$ cat src/rtl/mem_stage_ctrl_pkg.sv
// Shared ISA constants and state encoding for the MEM stage of the 16-bit core.
package mem_stage_ctrl_pkg;

    localparam logic [4:0] OP_ST  = 5'b10000;
    localparam logic [4:0] OP_LD  = 5'b10001;
    localparam logic [4:0] OP_STU = 5'b10011;

    typedef enum logic {
        S_IDLE = 1'b0,
        S_WAIT = 1'b1
    } state_t;

    function automatic logic is_mem_op(input logic [4:0] op);
        return (op == OP_LD) || (op == OP_ST) || (op == OP_STU);
    endfunction

    function automatic logic is_load_op(input logic [4:0] op);
        return op == OP_LD;
    endfunction

endpackage

$ cat src/rtl/mem_stage_ctrl_req_fsm.sv
// Request FSM: issues one cache strobe per memory op, tracks the outstanding request,
// raises the pipeline stall and reports when/how the request completes.
module mem_req_fsm
    import mem_stage_ctrl_pkg::*;
#(
    parameter int DW = 16,
    parameter int RW = 3
) (
    input  logic          clk,
    input  logic          rst,
    input  logic          req_valid,
    input  logic          req_ld,
    input  logic [DW-1:0] req_addr,
    input  logic [DW-1:0] req_wdata,
    input  logic          req_wb_en,
    input  logic [RW-1:0] req_wb_reg,
    input  logic          c_done,
    input  logic          c_stall,
    input  logic          c_err,
    output logic          mem_stall,
    output logic [DW-1:0] c_addr,
    output logic [DW-1:0] c_wdata,
    output logic          c_rd,
    output logic          c_wr,
    output logic          cmp,
    output logic          cmp_err,
    output logic          cmp_ld,
    output logic [DW-1:0] cmp_addr,
    output logic          cmp_wb_en,
    output logic [RW-1:0] cmp_wb_reg
);

    state_t        state_reg;
    logic [DW-1:0] cap_addr_reg;
    logic [DW-1:0] cap_wdata_reg;
    logic          cap_ld_reg;
    logic          cap_wb_en_reg;
    logic [RW-1:0] cap_wb_reg_reg;
    logic          issue;

    // Strobes and stall are combinational so a same-cycle hit costs no bubble.
    always_comb begin
        mem_stall  = 1'b0;
        c_rd       = 1'b0;
        c_wr       = 1'b0;
        c_addr     = req_addr;
        c_wdata    = req_wdata;
        cmp        = 1'b0;
        cmp_err    = 1'b0;
        cmp_ld     = req_ld;
        cmp_addr   = req_addr;
        cmp_wb_en  = req_wb_en;
        cmp_wb_reg = req_wb_reg;
        issue      = 1'b0;
        if (!rst) begin
            case (state_reg)
                S_IDLE: begin
                    if (req_valid) begin
                        if (req_addr[0]) begin
                            cmp     = 1'b1;
                            cmp_err = 1'b1;
                        end else if (c_stall) begin
                            mem_stall = 1'b1;
                        end else begin
                            issue = 1'b1;
                            c_rd  = req_ld;
                            c_wr  = !req_ld;
                            if (c_done) begin
                                cmp     = 1'b1;
                                cmp_err = c_err;
                            end else begin
                                mem_stall = 1'b1;
                            end
                        end
                    end
                end
                S_WAIT: begin
                    c_addr     = cap_addr_reg;
                    c_wdata    = cap_wdata_reg;
                    cmp_ld     = cap_ld_reg;
                    cmp_addr   = cap_addr_reg;
                    cmp_wb_en  = cap_wb_en_reg;
                    cmp_wb_reg = cap_wb_reg_reg;
                    if (c_done || c_err) begin
                        cmp     = 1'b1;
                        cmp_err = c_err;
                    end else begin
                        mem_stall = 1'b1;
                    end
                end
                default: ;
            endcase
        end
    end

    always_ff @(posedge clk) begin
        if (rst) begin
            state_reg      <= S_IDLE;
            cap_addr_reg   <= '0;
            cap_wdata_reg  <= '0;
            cap_ld_reg     <= 1'b0;
            cap_wb_en_reg  <= 1'b0;
            cap_wb_reg_reg <= '0;
        end else begin
            case (state_reg)
                S_IDLE: begin
                    if (issue) begin
                        cap_addr_reg   <= req_addr;
                        cap_wdata_reg  <= req_wdata;
                        cap_ld_reg     <= req_ld;
                        cap_wb_en_reg  <= req_wb_en;
                        cap_wb_reg_reg <= req_wb_reg;
                        if (!c_done) state_reg <= S_WAIT;
                    end
                end
                S_WAIT: begin
                    if (cmp) state_reg <= S_IDLE;
                end
                default: state_reg <= S_IDLE;
            endcase
        end
    end

endmodule

$ cat src/rtl/mem_stage_ctrl.sv
// MEM stage: decodes memory ops, drives the request FSM and holds the MEM/WB registers.
module mem_stage_ctrl
    import mem_stage_ctrl_pkg::*;
#(
    parameter int DW = 16,
    parameter int RW = 3
) (
    input  logic          clk,
    input  logic          rst,
    input  logic          ex_valid,
    input  logic [15:0]   ex_instr,
    input  logic [DW-1:0] ex_alu_out,
    input  logic [DW-1:0] ex_st_data,
    input  logic          ex_wb_en,
    input  logic [RW-1:0] ex_wb_reg,
    output logic          mem_stall,
    output logic [DW-1:0] c_addr,
    output logic [DW-1:0] c_wdata,
    output logic          c_rd,
    output logic          c_wr,
    input  logic [DW-1:0] c_rdata,
    input  logic          c_done,
    input  logic          c_stall,
    input  logic          c_err,
    output logic          wb_valid,
    output logic [DW-1:0] wb_data,
    output logic          wb_en,
    output logic [RW-1:0] wb_reg,
    output logic          wb_err
);

    logic          is_mem;
    logic          is_ld;
    logic          cmp;
    logic          cmp_err;
    logic          cmp_ld;
    logic [DW-1:0] cmp_addr;
    logic          cmp_wb_en;
    logic [RW-1:0] cmp_wb_reg;
    logic          unused_instr_bits;

    assign is_mem            = is_mem_op(ex_instr[15:11]);
    assign is_ld             = is_load_op(ex_instr[15:11]);
    assign unused_instr_bits = ^ex_instr[10:0];

    mem_req_fsm #(.DW(DW), .RW(RW)) u_fsm (
        .clk        (clk),
        .rst        (rst),
        .req_valid  (ex_valid && is_mem),
        .req_ld     (is_ld),
        .req_addr   (ex_alu_out),
        .req_wdata  (ex_st_data),
        .req_wb_en  (ex_wb_en),
        .req_wb_reg (ex_wb_reg),
        .c_done     (c_done),
        .c_stall    (c_stall),
        .c_err      (c_err),
        .mem_stall  (mem_stall),
        .c_addr     (c_addr),
        .c_wdata    (c_wdata),
        .c_rd       (c_rd),
        .c_wr       (c_wr),
        .cmp        (cmp),
        .cmp_err    (cmp_err),
        .cmp_ld     (cmp_ld),
        .cmp_addr   (cmp_addr),
        .cmp_wb_en  (cmp_wb_en),
        .cmp_wb_reg (cmp_wb_reg)
    );

    // Anything that is neither a pass-through nor a completing request loads a bubble.
    always_ff @(posedge clk) begin
        if (rst) begin
            wb_valid <= 1'b0;
            wb_data  <= '0;
            wb_en    <= 1'b0;
            wb_reg   <= '0;
            wb_err   <= 1'b0;
        end else if (ex_valid && !is_mem) begin
            wb_valid <= 1'b1;
            wb_data  <= ex_alu_out;
            wb_en    <= ex_wb_en;
            wb_reg   <= ex_wb_reg;
            wb_err   <= 1'b0;
        end else if (cmp) begin
            wb_valid <= 1'b1;
            wb_data  <= cmp_ld ? c_rdata : cmp_addr;
            wb_en    <= cmp_err ? 1'b0 : cmp_wb_en;
            wb_reg   <= cmp_wb_reg;
            wb_err   <= cmp_err;
        end else begin
            wb_valid <= 1'b0;
            wb_data  <= '0;
            wb_en    <= 1'b0;
            wb_reg   <= '0;
            wb_err   <= 1'b0;
        end
    end

endmodule

$ cat config.mk
export PLATFORM = sky130hd
export DESIGN_NAME = mem_stage_ctrl
export DESIGN_NICKNAME = d
export VERILOG_FILES = /design/src/rtl/mem_stage_ctrl_pkg.sv /design/src/rtl/mem_stage_ctrl_req_fsm.sv /design/src/rtl/mem_stage_ctrl.sv
export SDC_FILE = /design/constraint.sdc
export NUM_CORES = 1
export LEC_CHECK = 0
export BUFFER_PORTS_ARGS = -buffer_cell sky130_fd_sc_hd__buf_4
export CAP_MARGIN = 20
export CORE_MARGIN = 5
export CORE_UTILIZATION = 43
export DETAILED_ROUTE_END_ITERATION = 16
export GPL_TIMING_DRIVEN = 0
export MAX_ROUTING_LAYER = met4
export PLACE_DENSITY = 0.81
export SYNTH_ARGS = -nofsm -noshare
export SYNTH_HDL_FRONTEND = slang
export SYNTH_SLANG_ARGS = --single-unit
$ cat constraint.sdc
create_clock -name clk -period 1.6 [get_ports clk]
set_input_delay 0.32 -clock clk [delete_from_list [all_inputs] [get_ports clk]]
set_output_delay 0.32 -clock clk [all_outputs]
set_load 0.05 [all_outputs]
==> results of run 1 <==
==> power by group through the flow <==
| stage | registers, uW | logic (uW) | clock network, uW |
|---|---|---|---|
| floorplan | 1650 | 316 | 0 |
| global placement | 1560 | 670 | 0 |
| detailed placement | 1560 | 678 | 0 |
| CTS | 1530 | 725 | 1530 |
| global route | 1530 | 777 | 1600 |
| finish | 1530 | 741 | 1500 |
==> synthesized netlist by cell type, drive strengths merged <==
| library cell | instances |
|---|---|
| a22o | 3 |
| o22ai | 1 |
| nand3 | 1 |
| o211ai | 1 |
| a31oi | 1 |
| and3b | 1 |
| nor2 | 5 |
| mux2 | 47 |
| a211oi | 2 |
| clkbuf | 8 |
| o2bb2ai | 16 |
| nor4b | 1 |
| inv | 5 |
| nor2b | 2 |
| nand2b | 3 |
| a21o | 1 |
| o41ai | 1 |
| buf | 15 |
| nor3b | 1 |
| dfxtp | 60 |
| o21ai | 3 |
| nand2 | 77 |
| and2 | 2 |
| a22oi | 2 |
| and3 | 3 |
| a21oi | 39 |
| nand4 | 1 |
| mux2i | 16 |
| a32o | 1 |
| and4 | 1 |
==> metal layers <==
| layer | vias to the layer above | wire [um] |
|---|---|---|
| met4 | 0 | 155 |
| met5 | - | 0 |
| met1 | 1349 | 3910 |
| met2 | 94 | 4630 |
| met3 | 15 | 559 |
| li1 | 1407 | - |
==> cell families (layout without fill, tap and decap cells) <==
logic type,Yosys count,after routing
AO/OA/AOI/OAI,71,71
buffers and inverters,28,175
flip-flops,60,60
multiplexers,63,63
AND/OR/NAND/NOR,98,98
==> critical path, cell delays in order (launching register included) <==
cell and delay, ns:
dfxtp_2 0.34, nand2b_1 0.09, buf_6 0.14, buf_8 0.15
mux2_2 0.35, buf_6 0.16
==> repair_timing <==
item | 4_1_cts | 5_1_grt
resized for setup | 65 | 20
endpoints found under the setup margin | 47 | 83
buffers inserted | 10 | 4
pin swaps | 5 | 4
cloned | 0 | 2
==> worst max-delay path by stage <==
stage                                           from                     end  slack [ns]  depth (start not counted)
after floorplan                                  rst               c_addr[0]       -0.03                          5
after global placement                  ex_instr[11]   wb_data[3]$_SDFF_PP0_       -0.52                          6
after detailed placement                ex_instr[11]  wb_data[13]$_SDFF_PP0_       -0.52                          6
after CTS                 u_fsm.state_reg$_SDFF_PP0_              c_addr[10]       -0.29                          5
after global routing      u_fsm.state_reg$_SDFF_PP0_              c_wdata[3]       -0.33                          5
final                     u_fsm.state_reg$_SDFF_PP0_              c_addr[11]       -0.29                          5
==> area by class of cell <==
type / count / area, sq um / area share, %
buffer: 23 / 262 / 5.60
clock inverter: 5 / 75.1 / 1.61
sequential: 60 / 1200 / 25.8
tap: 80 / 100 / 2.14
clock buffer: 11 / 141 / 3.03
multi-input combinational: 232 / 1690 / 36.2
timing repair buffer: 131 / 1180 / 25.2
inverter: 5 / 22.5 / 0.482
==> stage by stage <==
step	std cells	setup WS, ns	util [%]	power [uW]
2_1_floorplan	320	-0.0341	-	1960
3_3_place_gp	518	-0.523	59.3	2230
3_5_place_dp	518	-0.518	59.3	2240
4_1_cts	544	-0.292	67.2	3780
5_1_grt	547	-0.329	69.1	3910
6_report	547	-0.285	69.1	3770
==> results.toml, run 1 <==
[pwr]
leakagePower_uw = 0.00207
intPower_uw = 2750
power_frac_seq_pct = 40.5
switchingPower_uw = 1020
swShare_pct = 27.2
p_comb_share_pct = 19.6
ir_drop_mv = 0.578
power_density_nw_per_um2 = 808
power.share.clock_pct = 39.8

[synthesis]
synth_area_leaders = "dfxtp_1 (41%), mux2_2 (18%), nand2_1 (9.7%)"
synth_top_family_by_area = "multiplexers"
yosysUniqueCellTypes = 33
syn_inst = 320
yosys_warnings = 0
syn_nets = 394
yosys_register_bits = 60
synth_compound_area_share_pct = 15.9
synth_area_leader_cell = "dfxtp_1"
synth_area_sq_um = 2970
seq_area_frac_synth_pct = 40.5
synthXorXnorAreaFrac_pct = 0
synthAdderAreaFrac_pct = 0
yosys.area.top_type_share_pct = 40.5
avgSynthCellArea_sq_um = 9.27
yosys-mux-area-fraction_pct = 23.2
synth-simple-area-share_pct = 14.4

[global_routing]
busiest_layer = "met2"
antenna_found_initial = 0
grt_util_all_layers_pct = 21.5
grt.overflow.total = 0
grt_use_met3_pct = 4.75
grt_pass1_vias = 2953
grt_max_degree = 11
use_met2_pct = 35.9
grt_pass1_wl_mm = 14.1
grt_use_met1_pct = 25.1

[clock_network]
htreeDepth = 3
clk_root_buffer_cell = "clkbuf_8"
hold_buffers = 0
path_clk_slew_ns = 0.07
clk_latency_ns = 0.34
clock_path_buffers = 2
cts_tree = "built"
clkSinkCount = 60
numCtsBuffers = 9

[die]
die_y_um = 93.0
fp.dieW_um = 93.0
dieArea_sq_um = 8660
num_io_pins = 131
row_count = 30
start_util_pct = 43.9
core-area_sq_um = 6760

[outcome]
violations = "negative setup slack"
outcome = "finished, violations left"

[route]
vias_per_cell = 5.24
drc = 0
vias = 2865
wirelength_mm = 9.26
wire_per_inst_um = 16.9
ant_nets = 0
drt_iter0_markers = 97
drt_first_pass_iters = 4

[sta]
skew_ns = 0.00599
fin_crit_ns = 1.89
max_freq_mhz = 530
drv_slew = 0
tns_ns = -9.47
setup_ws_ns = -0.285
setup_viol = 36
fin_hold_ws_ns = 0.165
max_slew_margin_pct = 63.7
hold_viol = 0
period_share_pct = 118
rsz0062_at_grt = "true"
worst_pin_slew_ns = 0.545

[min_path]
hold_end = "u_fsm.state_reg$_SDFF_PP0_"
hold_class = "input port to register"
hold_path_depth = 2
holdCritStartpoint = "c_done"

[placed_design]
hpwlAfterDp_mm = 6.23
postPlaceCellArea_sq_um = 4010
place.gp.congestion = 0.827
portBuffers = 118

[setup_path]
critPathRequiredTime_ns = 1.28
r2r_start = "u_fsm.state_reg$_SDFF_PP0_"
start_kind = "register"
crit_fanout = 10
rr_worst_depth = 6
critical_path_class = "register to output pin"
r2r_slack_ns = -0.01
endpoint_kind = "output pin"
critPathArrivalTime_ns = 1.57
r2r-end = "wb_data[13]$_SDFF_PP0_"

[final_layout]
fillers = 551
syn_to_final_growth_pct = 57.5
diodes = 0
fin_area_sq_um = 4670
layout_common_cells = "buf_4 (94), nand2_1 (76), dfxtp_1 (59)"
nets = 536
final_common_cell = "buf_4"
drive_gt1_share_pct = 49.0

[flow_run]
maxCapViolCount = 0
Note: power is estimated with default switching activity, not from simulation.
==> run 2: changes to the inputs <==
--- a/config.mk
+++ b/config.mk
@@ -8,11 +8,11 @@
 export BUFFER_PORTS_ARGS = -buffer_cell sky130_fd_sc_hd__buf_4
 export CAP_MARGIN = 20
 export CORE_MARGIN = 5
-export CORE_UTILIZATION = 43
+export CORE_UTILIZATION = 47
 export DETAILED_ROUTE_END_ITERATION = 16
 export GPL_TIMING_DRIVEN = 0
 export MAX_ROUTING_LAYER = met4
-export PLACE_DENSITY = 0.81
+export PLACE_DENSITY = 0.84
 export SYNTH_ARGS = -nofsm -noshare
 export SYNTH_HDL_FRONTEND = slang
 export SYNTH_SLANG_ARGS = --single-unit
==> constraint.sdc (replaced) <==
create_clock -name clk -period 2.1 [get_ports clk]
set_input_delay 0.42 -clock clk [delete_from_list [all_inputs] [get_ports clk]]
set_output_delay 0.42 -clock clk [all_outputs]
set_load 0.05 [all_outputs]
==> run 2 against run 1 <==
  * The flow now finishes without violations
  * First-iteration DRC count is 6.2% lower
  * Sequential power is 24% lower
  * Design area is 10% lower
  * Critical path type is now input port to output pin
  * Highest routed layer unchanged
==> results.toml, run 2 (synthesis gave the netlist of run 1 again) <==
[global_routing]
use_met2_pct = 35.6
grt_util_all_layers_pct = 21.5
grt.overflow.total = 0
grt_use_met3_pct = 4.24
grt_max_degree = 20
antenna_found_initial = 0
busiest_layer = "met2"
grt_pass1_wl_mm = 12.7
grt_pass1_vias = 2738
grt_use_met1_pct = 25.2

[sta]
hold_viol = 0
period_share_pct = 97.9
tns_ns = 0
skew_ns = 0.00398
fin_hold_ws_ns = 0.259
fin_crit_ns = 2.06
max_slew_margin_pct = 58.6
drv_slew = 0
setup_viol = 0
worst_pin_slew_ns = 0.619
max_freq_mhz = 486
rsz0062_at_grt = "true"

[die]
core-area_sq_um = 6240
dieArea_sq_um = 8000
num_io_pins = 131
start_util_pct = 47.5
row_count = 29
fp.dieW_um = 89.4
die_y_um = 89.4

[final_layout]
drive_gt1_share_pct = 45.4
final_common_cell = "buf_4"
syn_to_final_growth_pct = 41.6
nets = 526
layout_common_cells = "buf_4 (121), nand2_1 (77), dfxtp_1 (59)"
diodes = 0
fillers = 523

[setup_path]
endpoint = "mem_stall"
start_kind = "input port"
r2r_slack_ns = 0.36
crit_fanout = 7
r2r_start = "u_fsm.state_reg$_SDFF_PP0_"
critical_path_class = "input port to output pin"
r2r-end = "wb_data[5]$_SDFF_PP0_"
rr_worst_depth = 6
critPathRequiredTime_ns = 1.68
critPathArrivalTime_ns = 1.64
endpoint_kind = "output pin"
cp-startpoint = "ex_instr[13]"

[route]
ant_nets = 0
wirelength_mm = 8.52
drc = 0
vias_per_cell = 5.24
wire_per_inst_um = 16.0
vias = 2793
drt_iter0_markers = 91
drt_first_pass_iters = 4

[outcome]
outcome = "complete, no violations"

[clock_network]
hold_buffers = 0
htreeDepth = 3
clk_latency_ns = 0.34
clkSinkCount = 60
clk_root_buffer_cell = "clkbuf_8"
path_clk_slew_ns = 0.06
clock_path_buffers = 2
cts_tree = "built"
numCtsBuffers = 9

[flow_run]
maxCapViolCount = 0

[min_path]
hold_class = "input port to register"
holdCritStartpoint = "c_done"

[pwr]
power_density_nw_per_um2 = 619
leakagePower_uw = 0.00186
ir_drop_mv = 0.446

[placed_design]
hpwlAfterDp_mm = 6.14
portBuffers = 118
place.gp.congestion = 0.786
==> run 2: cell types whose count changed in the layout (fill, tap and decap cells not counted), sizes merged <==
cell      change
clkinv        -1
clkinvlp      -1
clkbuf        -3
buf           -5
inv           +1
bufinv        -2
==> run 2: stage by stage <==
| stage | utilization (%) | worst slack (ns) | total power, uW | std cells | area [sq um] |
|---|---|---|---|---|---|
| CTS | 66.2 | -0.00402 | 2620 | 529 | 4130 |
| floorplan | - | 0.0241 | 1490 | 320 | 2970 |
| finish | 67.3 | 0.0438 | 2600 | 533 | 4200 |
| global route | 67.3 | -0.0596 | 2710 | 533 | 4200 |
| global placement | 63.4 | -0.107 | 1700 | 515 | 3950 |
| detailed placement | 63.4 | -0.104 | 1700 | 515 | 3950 |
==> run 2: routing by layer <==
metal,wire [um],vias up
met1,3580,1294
met4,144,0
met3,560,15
met5,0,-
met2,4230,99
li1,-,1385
==> run 2: worst min path at each step <==
stage	to	slack, ns	cells after the start
after global routing	u_fsm.state_reg$_SDFF_PP0_	0.26	2
final	u_fsm.state_reg$_SDFF_PP0_	0.26	2
after floorplan	u_fsm.cap_ld_reg$_SDFFE_PP0P_	0.43	2
after global placement	u_fsm.cap_ld_reg$_SDFFE_PP0P_	0.44	2
after detailed placement	u_fsm.cap_ld_reg$_SDFFE_PP0P_	0.45	2
after CTS	u_fsm.state_reg$_SDFF_PP0_	0.25	2
==> run 2: area by class of cell <==
cell class	instances	area [sq um]	area share, %
sequential	60	1200	28.6
clock inverter	2	10.0	0.238
tap	77	96.3	2.29
timing repair buffer	122	923	22.0
multi-input combinational	232	1610	38.2
clock buffer	13	159	3.78
buffer	22	184	4.38
inverter	5	18.8	0.447
==> run 2: where the power goes <==
| part | leakage, uW | total [uW] | internal (uW) | switching [uW] |
|---|---|---|---|---|
| combinational | 0.00128 | 516 | 208 | 307 |
| clock | 0.0000893 | 917 | 483 | 435 |
| sequential | 0.000487 | 1170 | 1160 | 6.52 |
| total | 0.00186 | 2600 | 1850 | 748 |
==> run 2: critical path, stage by stage <==
cell     delay, ns
buf_4         0.12
nor3b_4       0.37
and3_4        0.28
nand3_1       0.10
a21oi_2       0.15
buf_4         0.21
==> run 2: timing repair <==
action / in CTS / in global routing
setup endpoints to repair: 33 / 33
gates resized for setup: 5 / 14
setup buffers: 0 / 4
pin swaps: 0 / 4
==> run 3: changes to the inputs <==
--- a/config.mk
+++ b/config.mk
@@ -8,11 +8,12 @@
 export BUFFER_PORTS_ARGS = -buffer_cell sky130_fd_sc_hd__buf_4
 export CAP_MARGIN = 20
 export CORE_MARGIN = 5
-export CORE_UTILIZATION = 47
+export CORE_UTILIZATION = 48
+export CTS_BUF_LIST = sky130_fd_sc_hd__clkbuf_8
 export DETAILED_ROUTE_END_ITERATION = 16
 export GPL_TIMING_DRIVEN = 0
 export MAX_ROUTING_LAYER = met4
-export PLACE_DENSITY = 0.84
+export PLACE_DENSITY = 0.85
 export SYNTH_ARGS = -nofsm -noshare
 export SYNTH_HDL_FRONTEND = slang
 export SYNTH_SLANG_ARGS = --single-unit
==> run 3 against run 2 <==
  * First-iteration DRC count up 46%
  * Register-to-register slack worse by 0.02 ns
  * Critical path depth unchanged
  * Flip-flop and latch count stayed put
  * Clock power is 10% higher
  * Via count up 1.3%
  * Clock skew up 0.011 ns
  * Critical endpoint unchanged
  * Largest power group unchanged
  * Highest routed layer unchanged
==> results.toml, run 3 (synthesis gave the netlist of run 1 again) <==
[pwr]
power.share.clock_pct = 37.4
intPower_uw = 1910
ir_drop_mv = 0.511
p_comb_share_pct = 19.4
leakagePower_uw = 0.00187
power_frac_seq_pct = 43.2
switchingPower_uw = 786
power_density_nw_per_um2 = 637
swShare_pct = 29.1

[min_path]
hold_class = "input port to register"

[die]
fp.dieW_um = 88.6
core-area_sq_um = 5960
die_y_um = 88.6
start_util_pct = 49.8
row_count = 28
dieArea_sq_um = 7850
num_io_pins = 131

[global_routing]
grt_pass1_vias = 2871
grt_max_degree = 20
antenna_found_initial = 0
grt_pass1_wl_mm = 13.6
grt_util_all_layers_pct = 22.9
grt.overflow.total = 0

[sta]
hold_viol = 0
max_freq_mhz = 495
setup_ws_ns = 0.0797
worst_pin_slew_ns = 0.578
period_share_pct = 96.2
skew_ns = 0.0154
setup_viol = 0
drv_slew = 0
fin_crit_ns = 2.02
max_slew_margin_pct = 61.2

[clock_network]
hold_buffers = 0
numCtsBuffers = 9
cts_tree = "built"
clk_latency_ns = 0.34
clock_path_buffers = 2
path_clk_slew_ns = 0.06
clkSinkCount = 60
clk_root_buffer_cell = "clkbuf_8"
htreeDepth = 3

[route]
wirelength_mm = 8.71
ant_nets = 0
top_layer = "met4"
drc = 0
wire_per_inst_um = 16.4
drt_iter0_markers = 133
vias = 2830
drt_first_pass_iters = 4
wl_met3_um = 704
wl_met1_mm = 3.63
vias_per_cell = 5.33
wl_met2_mm = 4.30

[final_layout]
final_common_cell = "buf_4"
nets = 525
diodes = 0
drive_gt1_share_pct = 45.4
layout_common_cells = "buf_4 (119), nand2_1 (77), dfxtp_1 (60)"
syn_to_final_growth_pct = 42.7
fin_area_sq_um = 4230

[placed_design]
postPlaceCellArea_sq_um = 3950
hpwlAfterDp_mm = 6.48
dp_slack_ns = -0.0539
portBuffers = 118
place.gp.congestion = 0.886

[setup_path]
crit_fanout = 6
critical_path_class = "input port to output pin"
slowest_stage = "nor3b_4"
cp_top_family = "simple AND/OR/NAND/NOR gates"
worst-path-buf-inv = 2
cpMostUsedCell = "buf_4"
cp_slowest_stage_delay_ns = 0.31
critPathArrivalTime_ns = 1.60
crit_chain = "buf_4, nor3b_4, and3_4, nand3_1, a21oi_2, buf_4"
endpoint_kind = "output pin"
start_kind = "input port"
critPathRequiredTime_ns = 1.68

[flow_run]
maxCapViolCount = 0

[outcome]
outcome = "complete, no violations"
==> run 3: path summary, 6_finish.rpt <==
path,startpoint,endpoint,slack (ns),depth (start not counted)
worst min register to register,u_fsm.cap_wdata_reg[2]$_SDFFE_PP0P_,u_fsm.cap_wdata_reg[2]$_SDFFE_PP0P_,0.46,2
worst min-delay path,c_done,u_fsm.state_reg$_SDFF_PP0_,0.28,2
worst max register to register,u_fsm.state_reg$_SDFF_PP0_,wb_data[0]$_SDFF_PP0_,0.34,6
worst max-delay path,ex_instr[14],mem_stall,0.08,6
==> run 3: repair_timing <==
item	in CTS	in global routing
pin swaps	1	2
resized for setup	7	16
endpoints found under the setup margin	33	33
buffers inserted	0	3
==> run 3: area by class of cell <==
type | instances | area [sq um]
inverter | 5 | 18.8
buffer | 22 | 196
tap | 75 | 93.8
fill | 471 | 1720
sequential | 60 | 1200
clock buffer | 9 | 124
multi-input combinational | 232 | 1610
timing repair buffer | 121 | 923
clock inverter | 7 | 68.8
==> run 3: power groups by stage <==
stage	Sequential, uW	Combinational (uW)	Clock, uW
after CTS	1160	520	1020
final	1170	523	1010
after detailed placement	1190	516	0
after floorplan	1250	239	0
after global routing	1170	551	1080
after global placement	1190	509	0
==> run 3: metal layers <==
layer  vias up  track usage [%]
met5         -                -
met3         6             5.87
met2       109             37.7
met1      1327             28.0
met4         0             6.04
li1       1388                -
==> run 3: through the flow <==
step                total power (uW)  instances  hold slack (ns)  setup TNS (ns)  utilization (%)
global route                    2790        531            0.273        -0.00135             71.1
detailed placement              1710        513            0.447         -0.0938             66.3
finish                          2700        531            0.282               0             71.1
global placement                1700        513            0.440         -0.0381             66.3
floorplan                       1490        320            0.432               0                -
CTS                             2710        528            0.268               0             69.9
==> run 3: worst register-to-register path, cell delays in order (launching register included) <==
cell and delay, ns:
dfxtp_1 0.34, buf_4 0.22, and3b_1 0.21, a31oi_4 0.37
buf_12 0.21, mux2i_1 0.22, o2bb2ai_1 0.09
